**src/rtl/btn_conditioner.sv**
```systemverilog
// Five-channel pushbutton conditioner: 2-FF synchronizer, debouncer,
// press/release pulses and per-channel auto-repeat.
module btn_conditioner #(
    parameter int DB_CYCLES     = 1000000,
    parameter int REPEAT_EN     = 1,
    parameter int REPEAT_DELAY  = 50000000,
    parameter int REPEAT_PERIOD = 10000000
) (
    input  logic       clk,
    input  logic       reset,
    input  logic [4:0] btn_raw,
    output logic [4:0] btn_level,
    output logic [4:0] btn_pulse,
    output logic [4:0] btn_release,
    output logic       any_pressed
);

    localparam int CW   = (DB_CYCLES > 1) ? $clog2(DB_CYCLES) : 1;
    localparam int RMAX = (REPEAT_DELAY > REPEAT_PERIOD) ?
                          REPEAT_DELAY : REPEAT_PERIOD;
    localparam int RW   = (RMAX > 1) ? $clog2(RMAX) : 1;

    localparam logic [CW-1:0] DB_LAST = CW'(DB_CYCLES - 1);
    localparam logic [RW-1:0] RD_LAST = RW'(REPEAT_DELAY - 1);
    localparam logic [RW-1:0] RP_LAST = RW'(REPEAT_PERIOD - 1);

    typedef enum logic [1:0] {
        RELEASED,
        HOLD_DELAY,
        HOLD_REPEAT
    } state_t;

    logic [4:0] sync1;
    logic [4:0] sync2;

    // Bring the asynchronous buttons into the clock domain.
    always_ff @(posedge clk or negedge reset) begin
        if (!reset) begin
            sync1 <= '0;
            sync2 <= '0;
        end else begin
            sync1 <= btn_raw;
            sync2 <= sync1;
        end
    end

    for (genvar i = 0; i < 5; i++) begin : g_ch
        logic [CW-1:0] cnt;
        logic [RW-1:0] rcnt;
        state_t        state;
        logic          lvl;
        logic          pls;
        logic          rel;
        logic          done;

        // A level change is accepted on the last cycle of a stable run.
        assign done = (sync2[i] != lvl) && (cnt == DB_LAST);

        // Debounce counter, accepted level and press/repeat/release FSM.
        always_ff @(posedge clk or negedge reset) begin
            if (!reset) begin
                cnt   <= '0;
                rcnt  <= '0;
                state <= RELEASED;
                lvl   <= 1'b0;
                pls   <= 1'b0;
                rel   <= 1'b0;
            end else begin
                pls <= 1'b0;
                rel <= 1'b0;

                if (sync2[i] == lvl) begin
                    cnt <= '0;
                end else if (cnt == DB_LAST) begin
                    cnt <= '0;
                    lvl <= sync2[i];
                end else begin
                    cnt <= cnt + 1'b1;
                end

                if (done && !sync2[i]) begin
                    state <= RELEASED;
                    rcnt  <= '0;
                    rel   <= 1'b1;
                end else begin
                    unique case (state)
                        RELEASED: begin
                            if (done && sync2[i]) begin
                                state <= HOLD_DELAY;
                                rcnt  <= '0;
                                pls   <= 1'b1;
                            end
                        end
                        HOLD_DELAY: begin
                            if (REPEAT_EN != 0) begin
                                if (rcnt == RD_LAST) begin
                                    rcnt  <= '0;
                                    pls   <= 1'b1;
                                    state <= HOLD_REPEAT;
                                end else begin
                                    rcnt <= rcnt + 1'b1;
                                end
                            end
                        end
                        HOLD_REPEAT: begin
                            if (rcnt == RP_LAST) begin
                                rcnt <= '0;
                                pls  <= 1'b1;
                            end else begin
                                rcnt <= rcnt + 1'b1;
                            end
                        end
                        default: begin
                            state <= RELEASED;
                            rcnt  <= '0;
                        end
                    endcase
                end
            end
        end

        assign btn_level[i]   = lvl;
        assign btn_pulse[i]   = pls;
        assign btn_release[i] = rel;
    end

    assign any_pressed = |btn_level;

endmodule
```
**config.mk**
```make
export PLATFORM = sky130hd
export DESIGN_NAME = btn_conditioner
export DESIGN_NICKNAME = d
export VERILOG_FILES = /design/src/rtl/btn_conditioner.sv
export SDC_FILE = /design/constraint.sdc
export NUM_CORES = 1
export LEC_CHECK = 0
export BUFFER_PORTS_ARGS = -buffer_cell sky130_fd_sc_hd__buf_2
export CORE_MARGIN = 3
export CORE_UTILIZATION = 64
export CTS_CLUSTER_SIZE = 40
export DETAILED_ROUTE_END_ITERATION = 6
export HOLD_SLACK_MARGIN = 0.06
export PLACE_DENSITY = 0.81
export SLEW_MARGIN = 20
export SYNTH_ARGS = -nofsm -noshare
export SYNTH_HDL_FRONTEND = slang
export SYNTH_SLANG_ARGS = --single-unit
```
**constraint.sdc**
```tcl
create_clock -name clk -period 2.8 [get_ports clk]
set_input_delay 0.14 -clock clk [delete_from_list [all_inputs] [get_ports clk]]
set_output_delay 0.14 -clock clk [all_outputs]
set_load 0.01 [all_outputs]
```
# == Word level (Yosys, flattened, before mapping) ==
# Cells that the tools add are included.
# word_totals
ff_bits,265
latchBits,0
mem_bits_rw,0
rom_bits,0
input_bits,7
out_inout_bits,16
elab_cells,218
n_memories,0
# classes
addsub,10
mul,0
n_div,0
n_lt_le_gt_ge,0
eq_ne,50
shifts,0
muxes,85
bitwise,5
reduce_logical,36
# op_table
operator,count
$mux 26,20
$pmux 26 s3,5
$mux 20,10
$add 26x1->26 const B,5
$eq 26x24->1 const B,5
$eq 26x26->1 const B,5
$add 20x1->20 const B,5
$eq 20x20->1 const B,5
$mux 2,15
$ne 3x3->1 const B,10
$pmux 2 s3,5
$mux 1,25
$logic_and 1x1->1,15
$pmux 1 s3,5
$reduce_and 3->1,5
$eq 2x1->1 const B,5
$eq 2x2->1 const B,5
$logic_not 2->1,5
$ne 2x2->1 const B,5
$reduce_and 2->1,5
$eq 1x1->1,5
$logic_not 1->1,5
$ne 1x1->1,5
$not 1->1,5
$reduce_or 5->1,1

# == Depth between registers and ports, before layout ==
# depth
depth_word,6
mapped_depth,10
mapped_depth_nobuf,7

# == Worst setup path before layout ==
# No wires, ideal clock.
# synth_path
path_type,register -> register
start,register g_ch[4].rcnt[16]
end,register g_ch[4].rcnt[5]
setup_ns,0.121
t_arrival_ns,2.373
t_required_ns,2.679
path_slack_ns,0.306
path_stages_with_launch,10
path_buffers,3
synth_period_minus_slack_ns,2.494
path_cell_list,dfrtp_1 > clkbuf_1 > or4b_2 > nor4_1 > a21oi_1 > and4b_1 > buf_6 > buf_4 > a21o_1 > a22o_1
# synth_between
elab_chain_len,4
elab_cells_between_ends,6
cone_classes,eq/ne: 2; mux: 4
# synth_rtl
element,line_no,text
start: declaration,49,logic [RW-1:0] rcnt;
start signal: assignment,101,rcnt <= rcnt + 1'b1;
start signal: assignment,110,rcnt <= rcnt + 1'b1;
$eq 26x24->1 / $eq 26x26->1 (equally long branches),"106, 96",
$mux 26 (on tied branches),"106, 96",
$pmux 26 s3 (*),86,unique case (state)
$mux 26 (*),81,if (done && !sync2[i]) begin
# Every way passes the cells marked *; elsewhere a longest branch is shown, timed or not.
# A chain may end at the register's enable or synchronous reset.

# == Worst setup path after layout ==
# layout_path
start,register g_ch[4].rcnt[15]
end,register g_ch[4].rcnt[23]
# layout_between
elab_chain_len,4
elab_cells_between_ends,7
cone_classes,add/sub: 1; eq/ne: 2; mux: 4
# layout_rtl
element,line_no
"$add 26x1->26, or another cell as far along","101, 110"
$mux 26 (on tied branches),"106, 96"
$pmux 26 s3 (*),86
$mux 26 (*),81
# Marks and branches as above.

==> impl_metrics.tcl <==
set metrics [dict create \
    hold_slack_ns 0.1774 \
    initial_utilization 0.6585 \
    setup_slack_ns 0.1572 \
    grt_pass1_wl_um 53410 \
    leakage_nw 6.742 \
    hold_viol 0 \
    grt_use_total 0.2529 \
    port-buffer-count 22 \
    synth_top_area_frac 0.4558 \
    reg2reg_slack_ns 0.16 \
    yosysSeqAreaShare 0.4558 \
    final_cell_mix "dfrtp_1 (265), nand3_1 (178), nand2_1 (172), nor2_1 (161), nand4_1 (63)" \
    layout.cells.non_filler 1922 \
    p_per_area_nw_per_um2 494.0 \
    status "finished clean" \
    fill_cells 1591 \
    fp.dieH_um 156.8 \
    cts_sinks 265 \
    hold_path_class "in -> async" \
    cts_buffer_depth 3 \
    worst_slew_pin_slew_ns 0.9909 \
    fp.dieW_um 156.8 \
    rows 54 \
    grt_max_degree 83 \
    grt_pass1_vias 11540 \
    areaGrowthSynthToFinish_pct 10.92 \
    reg2reg_to "g_ch[4].rcnt[23]$_DFFE_PN0P_" \
    synthDistinctLibCells 64 \
    syn_avg_cell_area_um2 9.196 \
    peakVddDrop_uv 514.9 \
    finalCritPeriodShare 0.9439 \
    yosys_warnings 0 \
    via_per_inst 6.254 \
    place_area_um2 15070 \
    htreeDepth 1 \
    finalSetupTns_ns 0 \
    wirelength_um 30960 \
    ys_seq_elements 265 \
    setup_violations 0 \
    post-route-drc-count 0 \
    routed-via-count 12020 \
    maxCapViolCount 0 \
    fin_skew_ns 0.01318 \
    antenna_cells 0 \
    path_clk_slew_ns 0.06 \
    design_area_um2 16140 \
    drive_above_1_share 0.08709 \
    nNetsFinal 1666 \
    routedWlPerCell_um 16.11 \
    synth-edff-count 0 \
    relSlewSlack 0.3394 \
    clock_latency_ns 0.55 \
    ys_top_cells_by_area "dfrtp_1 (46%), nand3_1 (6.1%), nand2_1 (4.4%), nor2_1 (4.2%), ha_1 (3.4%)" \
    critPathCaptureType "register" \
    worst_r2r_path_depth 7 \
    worstPathMaxFanout 7 \
    ant_nets 0 \
    cts_tree "done" \
    start_kind "register" \
    synth_top_cell_by_area "dfrtp_1" \
    max_freq_mhz 378.4 \
    cts-root-buf "clkbuf_16" \
    critPathArrivalTime_ns 3.07 \
    dp_slack_ns 0.1961 \
    synthCells 1582 \
    die-area_um2 24580 \
    routabilityCongestion 0.8485 \
    antenna_found_initial 0 \
    firstDrtPassIters 5 \
    layout_commonest_cell "dfrtp_1" \
    synth_area_um2 14550 \
    dr.first_iter.drc_count 918 \
    dp.cells 1863 \
    worstReg2RegStart "g_ch[4].rcnt[15]$_DFFE_PN0P_" \
    cp.required_ns 3.23 \
    rsz0062_at_grt "no" \
    grt_overflow 0 \
    synth_flop_cell "dfrtp_1" \
    core-area_um2 22090 \
    syn_nets 1628 \
    synthArstFlopShare 1.000 \
    final_max_slew_viol_count 0 \
    dp_hpwl_um 20630 \
    worstSetupPathType "reg -> reg" \
    cts_buffers 29 \
    boundaryPins 23 \
    period_needed_ns 2.643 \
]
==> sequential cells by signal, summed over array words and instances (netlist names) <==
signal,cells
sync2,5
sync1,5
g_ch.state,10
g_ch.cnt,100
g_ch.rcnt,130
g_ch.rel,5
g_ch.lvl,5
g_ch.pls,5
==> final cells by class <==
| cell class | count | area (um^2) | area share |
|---|---|---|---|
| multi-input cells | 1205 | 7428 | 0.4603 |
| repair buffers | 70 | 545.5 | 0.03381 |
| inverters | 49 | 183.9 | 0.01140 |
| well taps | 280 | 350.3 | 0.02171 |
| flip-flops and latches | 265 | 6631 | 0.4109 |
| clock buffers | 39 | 833.3 | 0.05164 |
| clock inverters | 14 | 163.9 | 0.01016 |
==> synthesized netlist by cell type (all sizes together), types with 14 or more instances <==
cell type and n:
dfrtp 265, nand3 178, nand2 172, nor2 161, nand4 63, o21ai 57, xor2 50, inv 49
xnor2 48, ha 39, o311ai 39, or3 39, clkbuf 38, nor3 35, and3 34, and4 27
buf 25, a21oi 23, a21o 22, nor4 21, a22o 20, and2 19, o21a 14
==> power breakdown <==
part / leakage, nW / internal (W) / total [W] / switching (W)
clock: 0.492 / 0.00236 / 0.00393 / 0.00157
combinational: 2.58 / 0.0000410 / 0.000159 / 0.000118
sequential: 3.67 / 0.00385 / 0.00388 / 0.0000243
total: 6.74 / 0.00626 / 0.00797 / 0.00171
==> worst max-delay path, cell delays in order, from the launching register on <==
cell and delay [ns]:
dfrtp_1 0.46, or4b_2 0.62, nor4_1 0.45, o211ai_1 0.19
and4b_1 0.25, buf_4 0.17, a21o_1 0.15, a22o_1 0.23
==> through the flow <==
step                      utilization  total power, W
after floorplan                     -        0.003997
after global placement         0.6821        0.004100
after detailed placement       0.6821        0.004105
after CTS                      0.7300        0.008042
after global routing           0.7304        0.008227
final                          0.7304        0.007972
==> cells by family after synthesis <==
logic type | Yosys count | synth area share
xor gates and xnor gates | 98 | 0.05900
muxes | 4 | 0.003096
buffers and inverters | 112 | 0.03458
adders and majority gates | 39 | 0.03354
DFF | 265 | 0.4558
AOI/OAI and AO/OA | 228 | 0.1128
and+or+nand+nor | 836 | 0.3012
==> per-layer routing <==
metal	vias to the layer above	global-route usage	wire length, um	part of all wire
met2	271	0.4182	14700	0.47
li1	5846	-	-	-
met3	64	0.03153	1280	0.041
met4	0	0.07253	706	0.023
met5	-	0	0	0
met1	5839	0.3535	14270	0.46
==> worst max-delay path by stage <==
| stage | startpoint | to | slack [ns] | depth (start not counted) |
|---|---|---|---|---|
| after floorplan | g_ch[4].rcnt[16]$_DFFE_PN0P_ | g_ch[4].rcnt[5]$_DFFE_PN0P_ | 0.31 | 9 |
| after global placement | g_ch[0].cnt[10]$_DFF_PN0_ | g_ch[0].rcnt[15]$_DFFE_PN0P_ | 0.24 | 7 |
| after detailed placement | g_ch[0].cnt[10]$_DFF_PN0_ | g_ch[0].rcnt[19]$_DFFE_PN0P_ | 0.20 | 6 |
| after CTS | g_ch[0].cnt[10]$_DFF_PN0_ | g_ch[0].rcnt[13]$_DFFE_PN0P_ | 0.16 | 7 |
| after global routing | g_ch[0].cnt[10]$_DFF_PN0_ | g_ch[0].rcnt[24]$_DFFE_PN0P_ | 0.06 | 6 |
| final | g_ch[4].rcnt[15]$_DFFE_PN0P_ | g_ch[4].rcnt[23]$_DFFE_PN0P_ | 0.16 | 7 |
==> what timing repair did <==
action,CTS,global route
buffers inserted,0,0
endpoints found under the setup margin,0,1
hold buffers,6,0
endpoints found under the hold margin,84,0
resized for setup,0,1
Note: power is estimated with default switching activity, not from simulation.
